## src/rtl/data_synchronizer.sv

```systemverilog
// Destination-side bus synchronizer: only the valid qualifier crosses through a flop chain,
// and its synchronized rising edge loads the quasi-static data bus for one valid cycle.
module data_synchronizer #(
  parameter int STAGE_COUNT = 2,
  parameter int BUS_WIDTH   = 4
) (
  input  logic                 clk,
  input  logic                 reset,
  input  logic                 asynchronous_data_valid,
  input  logic [BUS_WIDTH-1:0] asynchronous_data,
  output logic                 Q_pulse_generator,
  output logic [BUS_WIDTH-1:0] synchronous_data,
  output logic                 synchronous_data_valid
);

  logic [STAGE_COUNT-1:0] sync_q, sync_d;
  logic                   pulse_q, pulse_d;
  logic [BUS_WIDTH-1:0]   data_q, data_d;
  logic                   valid_q, valid_d;
  logic                   sync_valid;
  logic                   enable_pulse;

  always_comb begin
    sync_d       = {sync_q[STAGE_COUNT-2:0], asynchronous_data_valid};
    sync_valid   = sync_q[STAGE_COUNT-1];
    // Rising-edge detect only: a falling synchronized valid never produces a pulse.
    enable_pulse = sync_valid & ~pulse_q;
    pulse_d      = sync_valid;
    data_d       = enable_pulse ? asynchronous_data : data_q;
    valid_d      = enable_pulse;
  end

  always_ff @(posedge clk or negedge reset) begin
    if (!reset) begin
      sync_q  <= '0;
      pulse_q <= 1'b0;
      data_q  <= '0;
      valid_q <= 1'b0;
    end else begin
      sync_q  <= sync_d;
      pulse_q <= pulse_d;
      data_q  <= data_d;
      valid_q <= valid_d;
    end
  end

  assign Q_pulse_generator      = pulse_q;
  assign synchronous_data       = data_q;
  assign synchronous_data_valid = valid_q;

endmodule

```

## config.mk

```make
export PLATFORM = sky130hd
export DESIGN_NAME = data_synchronizer
export DESIGN_NICKNAME = d
export VERILOG_FILES = /design/src/rtl/data_synchronizer.sv
export SDC_FILE = /design/constraint.sdc
export NUM_CORES = 1
export LEC_CHECK = 0
export BUFFER_PORTS_ARGS = -buffer_cell sky130_fd_sc_hd__buf_2
export CAP_MARGIN = 5
export CORE_AREA = 2 2 39 41
export DETAILED_ROUTE_END_ITERATION = 16
export DIE_AREA = 0 0 41 43
export PLACE_DENSITY = 0.51
export RECOVER_POWER = 100
export SLEW_MARGIN = 40
export SYNTH_ARGS = -nofsm -noshare
export SYNTH_HDL_FRONTEND = slang
export SYNTH_SLANG_ARGS = --single-unit
```

## constraint.sdc

```tcl
create_clock -name clk -period 2.4 [get_ports clk]
set_input_delay 0.24 -clock clk [delete_from_list [all_inputs] [get_ports clk]]
set_output_delay 0.24 -clock clk [all_outputs]
set_load 0.1 [all_outputs]
```

**Yosys cells after proc, flatten, opt, wreduce, memory -nomap -nowiden**

Cells that the tools add are included.

- Flip-flop bits (word level): 8
- Input port bits: 7
- Output and inout port bits: 6
- Word-level logic and storage cells: 6

- Bitwise operators: 2

Operators with widths:

| kind | count |
|---|---|
| $and 1x1->1 | 1 |
| $not 1->1 | 1 |

**Depth between registers and ports, before layout**

Gate-level depths: netlist of the first run.

- Depth after elaboration: 2
- Mapped depth: 3
- Mapped depth without buffers: 2

**Least setup slack after synthesis of the first run**

OpenSTA, ideal clock, no wires.

- Kind: flip-flop to flip-flop
- From: register pulse_q, in the netlist Q_pulse_generator
- To: register data_q[0], in the netlist synchronous_data[0]
- Setup time: 0.126 ns
- Arrival: 1.436 ns
- Data required time: 2.274 ns
- Slack: 0.838 ns
- Stages on the path, launching flop included: 4
- Buffers on the path: 1
- Period minus slack after synthesis: 1.562 ns
- Path through: dfrtp_1 nor2b_4 buf_6 mux2_4

- Longest elaborated chain between the ends: 2

Ends and longest elaborated chain:

| element | RTL line | source |
|---|---|---|
| start: declaration | 17 | `logic pulse_q, pulse_d;` |
| start signal: assignment | 41 | `pulse_q <= pulse_d;` |
| $not 1->1 | 27 | `enable_pulse = sync_valid & ~pulse_q;` |
| $and 1x1->1 | 27 |  |
| named net enable_pulse | 21 | `logic enable_pulse;` |
| end signal: assignment | 42 | `data_q <= data_d;` |
| end: declaration | 18 | `logic [BUS_WIDTH-1:0] data_q, data_d;` |

The timed path passes the listed nets, and every way through them passes these cells.
A chain may end at the register's enable or synchronous reset.

**Worst setup path after layout of the first run**

- From: register pulse_q, in the netlist Q_pulse_generator
- To: output Q_pulse_generator

RTL lines:

| element | RTL line | source |
|---|---|---|
| end: declaration | 11 | `output logic Q_pulse_generator,` |

No word-level cell between the ends.

==> results of run 1 <==
-- what timing repair did --
item / CTS / global route
hold buffers: 1 / 0
hold endpoints to repair: 8 / 0
resized for setup: 0 / 0
-- through the flow --
| stage | hold WS, ns | area, um2 | cells | util |
|---|---|---|---|---|
| 2_1_floorplan | -0.0556 | 285 | 14 | - |
| 3_3_place_gp | 0.0795 | 354 | 41 | 0.256 |
| 3_5_place_dp | 0.0878 | 354 | 41 | 0.256 |
| 4_1_cts | 0.0926 | 387 | 45 | 0.279 |
| 5_1_grt | 0.0924 | 355 | 45 | 0.257 |
| 6_report | 0.0995 | 355 | 45 | 0.257 |
-- path summary, 6_finish.rpt --
path,startpoint,end,slack (ns),cells past startpoint
max reg2reg,Q_pulse_generator$_DFF_PN0_,synchronous_data[0]$_DFFE_PN0P_,1.13,2
min reg2reg,sync_q[0]$_DFF_PN0_,sync_q[1]$_DFF_PN0_,0.35,0
max in group asynchronous,reset,synchronous_data[0]$_DFFE_PN0P_,1.68,2
max,Q_pulse_generator$_DFF_PN0_,Q_pulse_generator,0.69,1
min,asynchronous_data_valid,sync_q[0]$_DFF_PN0_,0.1,1
min in group asynchronous,reset,synchronous_data[2]$_DFFE_PN0P_,0.43,2
-- where the power goes --
part           switching, mW  total [mW]  internal, mW
clock network         0.0425      0.0995        0.0570
logic                 0.0995       0.116        0.0164
registers            0.00567       0.154         0.148
total                  0.148       0.369         0.222
-- kinds of logic after synthesis --
| family | share of synthesized area |
|---|---|
| AND/OR/NAND/NOR | 0.0482 |
| buffers and inverters | 0.0395 |
| multiplexers | 0.211 |
| flip-flops | 0.702 |
-- cells in the final DEF, fill, tap and decap left out, drive strengths merged --
| cell | count |
|---|---|
| buf | 5 |
| clkbuf | 10 |
| dfrtp | 8 |
| dlygate4sd3 | 1 |
| mux2 | 4 |
| nor2b | 1 |
-- registers in the layout (all words and copies together), names as in the netlist --
name	count
synchronous_data	4
Q_pulse_generator	1
sync_q	2
synchronous_data_valid	1
-- layout make-up --
| type | instances | area [um2] |
|---|---|---|
| Timing Repair Buffer | 13 | 61.3 |
| Tap cell | 16 | 20.0 |
| Fill cell | 148 | 1030 |
| Multi-Input combinational cell | 5 | 51.3 |
| Clock buffer | 3 | 22.5 |
| Sequential cell | 8 | 200 |
-- metal layers --
layer  GRT usage  up-vias
li1            -       79
met1      0.0702       69
met2      0.0844       14
met3      0.0785        0
met4      0.0200        0
met5           0        -
==> metrics, run 1 <==
core box area=1380 um2; number of clock buffers inserted by TritonCTS=3; final hold vios=0; number of warnings issued by yosys=0; uppermost metal layer occupied by signal nets=met3; sort of element at the start of the critical path=flop; cell types with the highest counts after synthesis=sky130_fd_sc_hd__dfrtp_1 (8), sky130_fd_sc_hd__mux2_4 (4), sky130_fd_sc_hd__buf_6 (1), sky130_fd_sc_hd__nor2b_4 (1); cells traversed along the worst timing path=clkbuf_1; met1 routed wirelength after detailed routing=204 um; final estimated routing congestion in global placement=between 0.5 and 0.6; Slowest Stage Delay on Critical Path=0.87 ns; Avg Synthesized Cell Area=20.4 um2; worst setup path category=reg -> out; Syn-to-layout area delta=24.6%; global-route wire length before repair=~700 um; clock tree from TritonCTS=yes; Avg WL per Cell=approximately 9.6 um; Fmax=0.584 GHz; post-CTS setup repair buffer count=0; fraction of synthesized cell area taken by the top area cell type=0.702; number of enable flip-flop cells after synthesis=0; Post-Place Setup Slack=~1.3 ns; crit path DAT=1.47 ns; maximum fanout along the worst path=2; maximum ir drop on the vdd rail=0.454 mV; required time at the worst-slack endpoint=around 2.2 ns; number of DRC violations after detailed-routing iteration 0=0; proportion of synthesized flip-flops having asynchronous set or reset=1.00; actual slew at the worst max-slew pin=about 1.2 ns; reported max-cap violation count=0; critical path buffer and inverter count=1; final total negative setup slack=0 ns; Final setup viols=0; total vias in the final route=162; IO Pins=13; PortBufs=12; class of the tightest hold or removal check=in -> reg; die height=43 um; sum of routed wire length over all layers=434 um; clock sink count=8; H-Tree Level Count=1; leading cell types by total area after synthesis=sky130_fd_sc_hd__dfrtp_1 (70%), sky130_fd_sc_hd__mux2_4 (21%), sky130_fd_sc_hd__nor2b_4 (4.8%); row count=14; sequential area share after synthesis=0.702; P_leak=0.158 nW; most instantiated library cell after synthesis=sky130_fd_sc_hd__dfrtp_1; power per standard cell area=1040 nW/um2; average via count per standard cell=roughly 3.6; initial cell density of the core=0.206; first-pass iteration count of the detailed router=1; final critical path time including I/O delays and setup=approximately 1.7 ns; horizontal die dimension=41 um; cell at the root of the clock tree=sky130_fd_sc_hd__clkbuf_4; fraction of the cycle the final worst path needs=0.713; number of max-slew violations in the final report=0; die area=1760 um2; biggest area consumer among synthesized cells=sky130_fd_sc_hd__dfrtp_1; final setup slack of the worst path=0.689 ns; Clk pin slew, worst setup/hold paths=~0.050 ns; clock skew=0.00127 ns; length of routed met3 wiring=67 um; Congestion Overflow GR=0; synthesized cell area=285 um2; cell family with the largest share of critical-path delay=buffers and inverters; number of antenna violations at the first check in global routing=0; total of flip-flops plus latches after synthesis=8; Worst slew margin=0.224; status=complete, no violations; routed wl met2=approximately 160 um; total nets after synthesis=21; Syn Inst Count=14; maximum number of pins on one net before global-route repair=9; final-stage net count=38; overall track demand over capacity in global routing=0.0671; antenna diode count=0; CP endpoint kind=output port; most common flop cell mapped by yosys=sky130_fd_sc_hd__dfrtp_1; slowest CP cell=sky130_fd_sc_hd__clkbuf_1; number of nets with antenna violations after routing=0; clk_lat worst skew=roughly 0.24 ns; maximum buffer depth of the clock tree=2; post-detailed-route DRC marker count=0; share of layout cells above drive strength 1=0.379; RSZ-0062 raised after global routing=no; vias in the first global route=between 150 and 200; total power consumption of the routed design=0.369 mW; number of distinct library cells after synthesis=4
Power figures use the tool's default switching activity.
==> run 2: changes to the inputs <==
Settings changed: ABC_AREA set to 1, PLACE_DENSITY 0.51 to 0.49.
Clock period 2.4 ns to 1.6 ns, I/O delays scaled along.
==> metrics, run 2 <==
number of max-slew violations in the final report=0 (unchanged); power per standard cell area=1450 nW/um2 (+39%); total of flip-flops plus latches after synthesis=8 (unchanged); Avg WL per Cell=8.42 um (-13%); Fmax=roughly 0.82 GHz; grt met1 use=0.0733 (+0.00310); Clk pin slew, worst setup/hold paths=0.05 ns (about the same); cells traversed along the worst timing path=clkbuf_2; sort of element at the start of the critical path=flop; multiplexer share of the synthesized area=0 (-0.211); clock skew=0.000333 ns (-0.000940 ns); status=complete, no violations; Worst R2R Path Depth=4 (+2); Avg Synthesized Cell Area=11.5 um2 (-44%); final-stage net count=48 (+26%); number of clock buffers inserted by TritonCTS=3 (unchanged); IO Pins=13 (unchanged); sum of routed wire length over all layers=463 um (+6.7%); maximum ir drop on the vdd rail=0.442 mV (-2.7%); average via count per standard cell=3.80 (+5.6%); Worst slew margin=0.641 (+0.416); area share of xor/xnor cells in the synthesized design=0 (unchanged); cell types with the highest counts after synthesis=sky130_fd_sc_hd__dfrtp_1 (8), sky130_fd_sc_hd__nand2_1 (8), sky130_fd_sc_hd__nand3_1 (4); maximum buffer depth of the clock tree=2 (unchanged); PortBufs=12 (unchanged); actual slew at the worst max-slew pin=0.542 ns (-0.627 ns); share of layout cells above drive strength 1=0.359 (-0.0203); Final setup viols=0 (unchanged); number of enable flip-flop cells after synthesis=0 (unchanged); fraction of the cycle the final worst path needs=0.758; reported max-cap violation count=0 (unchanged); number of warnings issued by yosys=0 (unchanged); row count=14 (unchanged); first-pass iteration count of the detailed router=2 (+1); crit path DAT=1.05 ns (-0.42 ns); P_leak=0.211 nW (+33%); initial cell density of the core=0.191 (-0.0154); simple-gate share of the synthesized area=0.213 (+0.165); maximum fanout along the worst path=2 (unchanged); adder-cell area share of the yosys netlist=0 (unchanged); proportion of synthesized flip-flops having asynchronous set or reset=1.00 (unchanged); number of antenna violations at the first check in global routing=0 (unchanged); die height=43 um (unchanged); total nets after synthesis=30 (+43%); RSZ-0062 raised after global routing=no; cell family with the largest share of critical-path delay=buffers and inverters; final setup slack of the worst path=0.387 ns (-0.302 ns); Congestion Overflow GR=0 (unchanged); layer with the highest usage=met2; vias in the first global route=200 (+13%); leading cell type in the layout, fill and taps excluded=sky130_fd_sc_hd__nand2_1; Min-Delay Path Depth=1 (unchanged); flip-flop count of the largest register after layout=4 (unchanged); Worst Min Path Start=asynchronous_data_valid; global-route wire length before repair=772 um (+12%); final hold vios=0 (unchanged); clk_lat worst skew=0.25 ns (about the same); number of DRC violations after detailed-routing iteration 0=5 (+5); biggest area consumer among synthesized cells=sky130_fd_sc_hd__dfrtp_1; final estimated routing congestion in global placement=0.617 (+10%); total power consumption of the routed design=0.540 mW (+46%); antenna diode count=0 (unchanged); Syn-to-layout area delta=41.2%; capture point of the worst reg-to-reg path=synchronous_data[2]$_DFFE_PN0P_; reg-to-reg setup timing slack=0.71 ns (-0.42 ns); clock tree from TritonCTS=yes; final total negative setup slack=0 ns (unchanged); area of the multi-input gates=53.8 um2 (+4.9%); Synth Area in Compound Gates=0 (unchanged); met2 Resource Use GR=0.0938 (+0.00937); most frequent cells in the layout=sky130_fd_sc_hd__nand2_1 (9), sky130_fd_sc_hd__dfrtp_1 (8), sky130_fd_sc_hd__clkbuf_2 (6); fraction of synthesized cell area taken by the top area cell type=0.758 (+0.0565); sequential area share after synthesis=0.758 (+0.0565); overall track demand over capacity in global routing=0.0711 (+0.00399); H-Tree Level Count=1 (unchanged); cell at the root of the clock tree=sky130_fd_sc_hd__clkbuf_4; maximum number of pins on one net before global-route repair=9 (unchanged); most common flop cell mapped by yosys=sky130_fd_sc_hd__dfrtp_1; Post-Place Setup Slack=0.686 ns (-0.628 ns); r2r startpoint=Q_pulse_generator$_DFF_PN0_; clock sink count=8 (unchanged); critical path buffer and inverter count=1 (unchanged); worst setup path category=reg -> out; Syn Inst Count=23 (+9); horizontal die dimension=41 um (unchanged); Slowest Stage Delay on Critical Path=0.46 ns (-0.41 ns); final critical path time including I/O delays and setup=1.21 ns; capture endpoint of the worst hold path=sync_q[0]$_DFF_PN0_; slowest CP cell=sky130_fd_sc_hd__clkbuf_2; synthesized cell area=264 um2 (-7.5%); Sequential cell area=200 um2 (unchanged); class of the tightest hold or removal check=in -> reg; core box area=1380 um2 (unchanged); number of nets with antenna violations after routing=0 (unchanged); number of fill cells=155 (+4.7%); number of distinct library cells after synthesis=5 (+1); required time at the worst-slack endpoint=1.44 ns (-0.72 ns); CP endpoint kind=output port; post-detailed-route DRC marker count=0 (unchanged); GR Layer Usage met3=0.0785 (unchanged); utilization of the core after routing=0.269 (+0.0127); leading cell types by total area after synthesis=sky130_fd_sc_hd__dfrtp_1 (76%), sky130_fd_sc_hd__nand2_1 (11%), sky130_fd_sc_hd__nand3_1 (7.6%); instance count on the critical path=1 (unchanged); largest family of logic cells by synthesized area=simple AND/OR/NAND/NOR gates; total vias in the final route=209 (+29%); die area=1760 um2 (unchanged)
## run 2: metrics by stage
step / std cells / hold WS (ns) / area (um2)
after floorplan: 23 / -0.136 / 264
after global placement: 51 / 0.00981 / 344
after detailed placement: 51 / 0.0136 / 344
after CTS: 55 / 0.00840 / 377
after global routing: 55 / 0.00488 / 373
final: 55 / 0.0147 / 373
## run 2: worst max path at each step
stage                                                from                              end  slack (ns)
after detailed placement  synchronous_data[3]$_DFFE_PN0P_              synchronous_data[3]        0.69
after floorplan               Q_pulse_generator$_DFF_PN0_  synchronous_data[0]$_DFFE_PN0P_        0.14
after global routing      synchronous_data[3]$_DFFE_PN0P_              synchronous_data[3]        0.35
after CTS                     Q_pulse_generator$_DFF_PN0_                Q_pulse_generator        0.41
after global placement        Q_pulse_generator$_DFF_PN0_                Q_pulse_generator        0.69
final                     synchronous_data[3]$_DFFE_PN0P_              synchronous_data[3]        0.39
## run 2: where the power goes
part | total, mW | leakage, nW | internal (mW) | switching, mW
combinational | 0.160 | 0.0998 | 0.0224 | 0.138
clock | 0.149 | 0.0138 | 0.0855 | 0.0636
sequential | 0.230 | 0.0970 | 0.221 | 0.00958
## run 2: metal layers
metal | part of all wire | wire length [um]
met3 | 0.16 | 72
met1 | 0.43 | 199
met4 | 0 | 0
met5 | 0 | 0
met2 | 0.41 | 191
## run 2: final cells by class
| class | instances | share of cell area |
|---|---|---|
| Multi-Input combinational cell | 13 | 0.144 |
| Inverter | 2 | 0.0201 |
| Clock buffer | 3 | 0.0604 |
| Sequential cell | 8 | 0.537 |
| Timing Repair Buffer | 13 | 0.185 |
| Tap cell | 16 | 0.0537 |
## run 2: cells by family after synthesis
kind of cell / Yosys count
DFF: 8
and+or+nand+nor: 13
buffers and inverters: 2
## run 2: what timing repair did
action                                 in CTS  in global routing
endpoints found under the hold margin       8                  0
hold buffers                                1                  0
buffers inserted                            0                  0
gates resized for setup                     0                  0
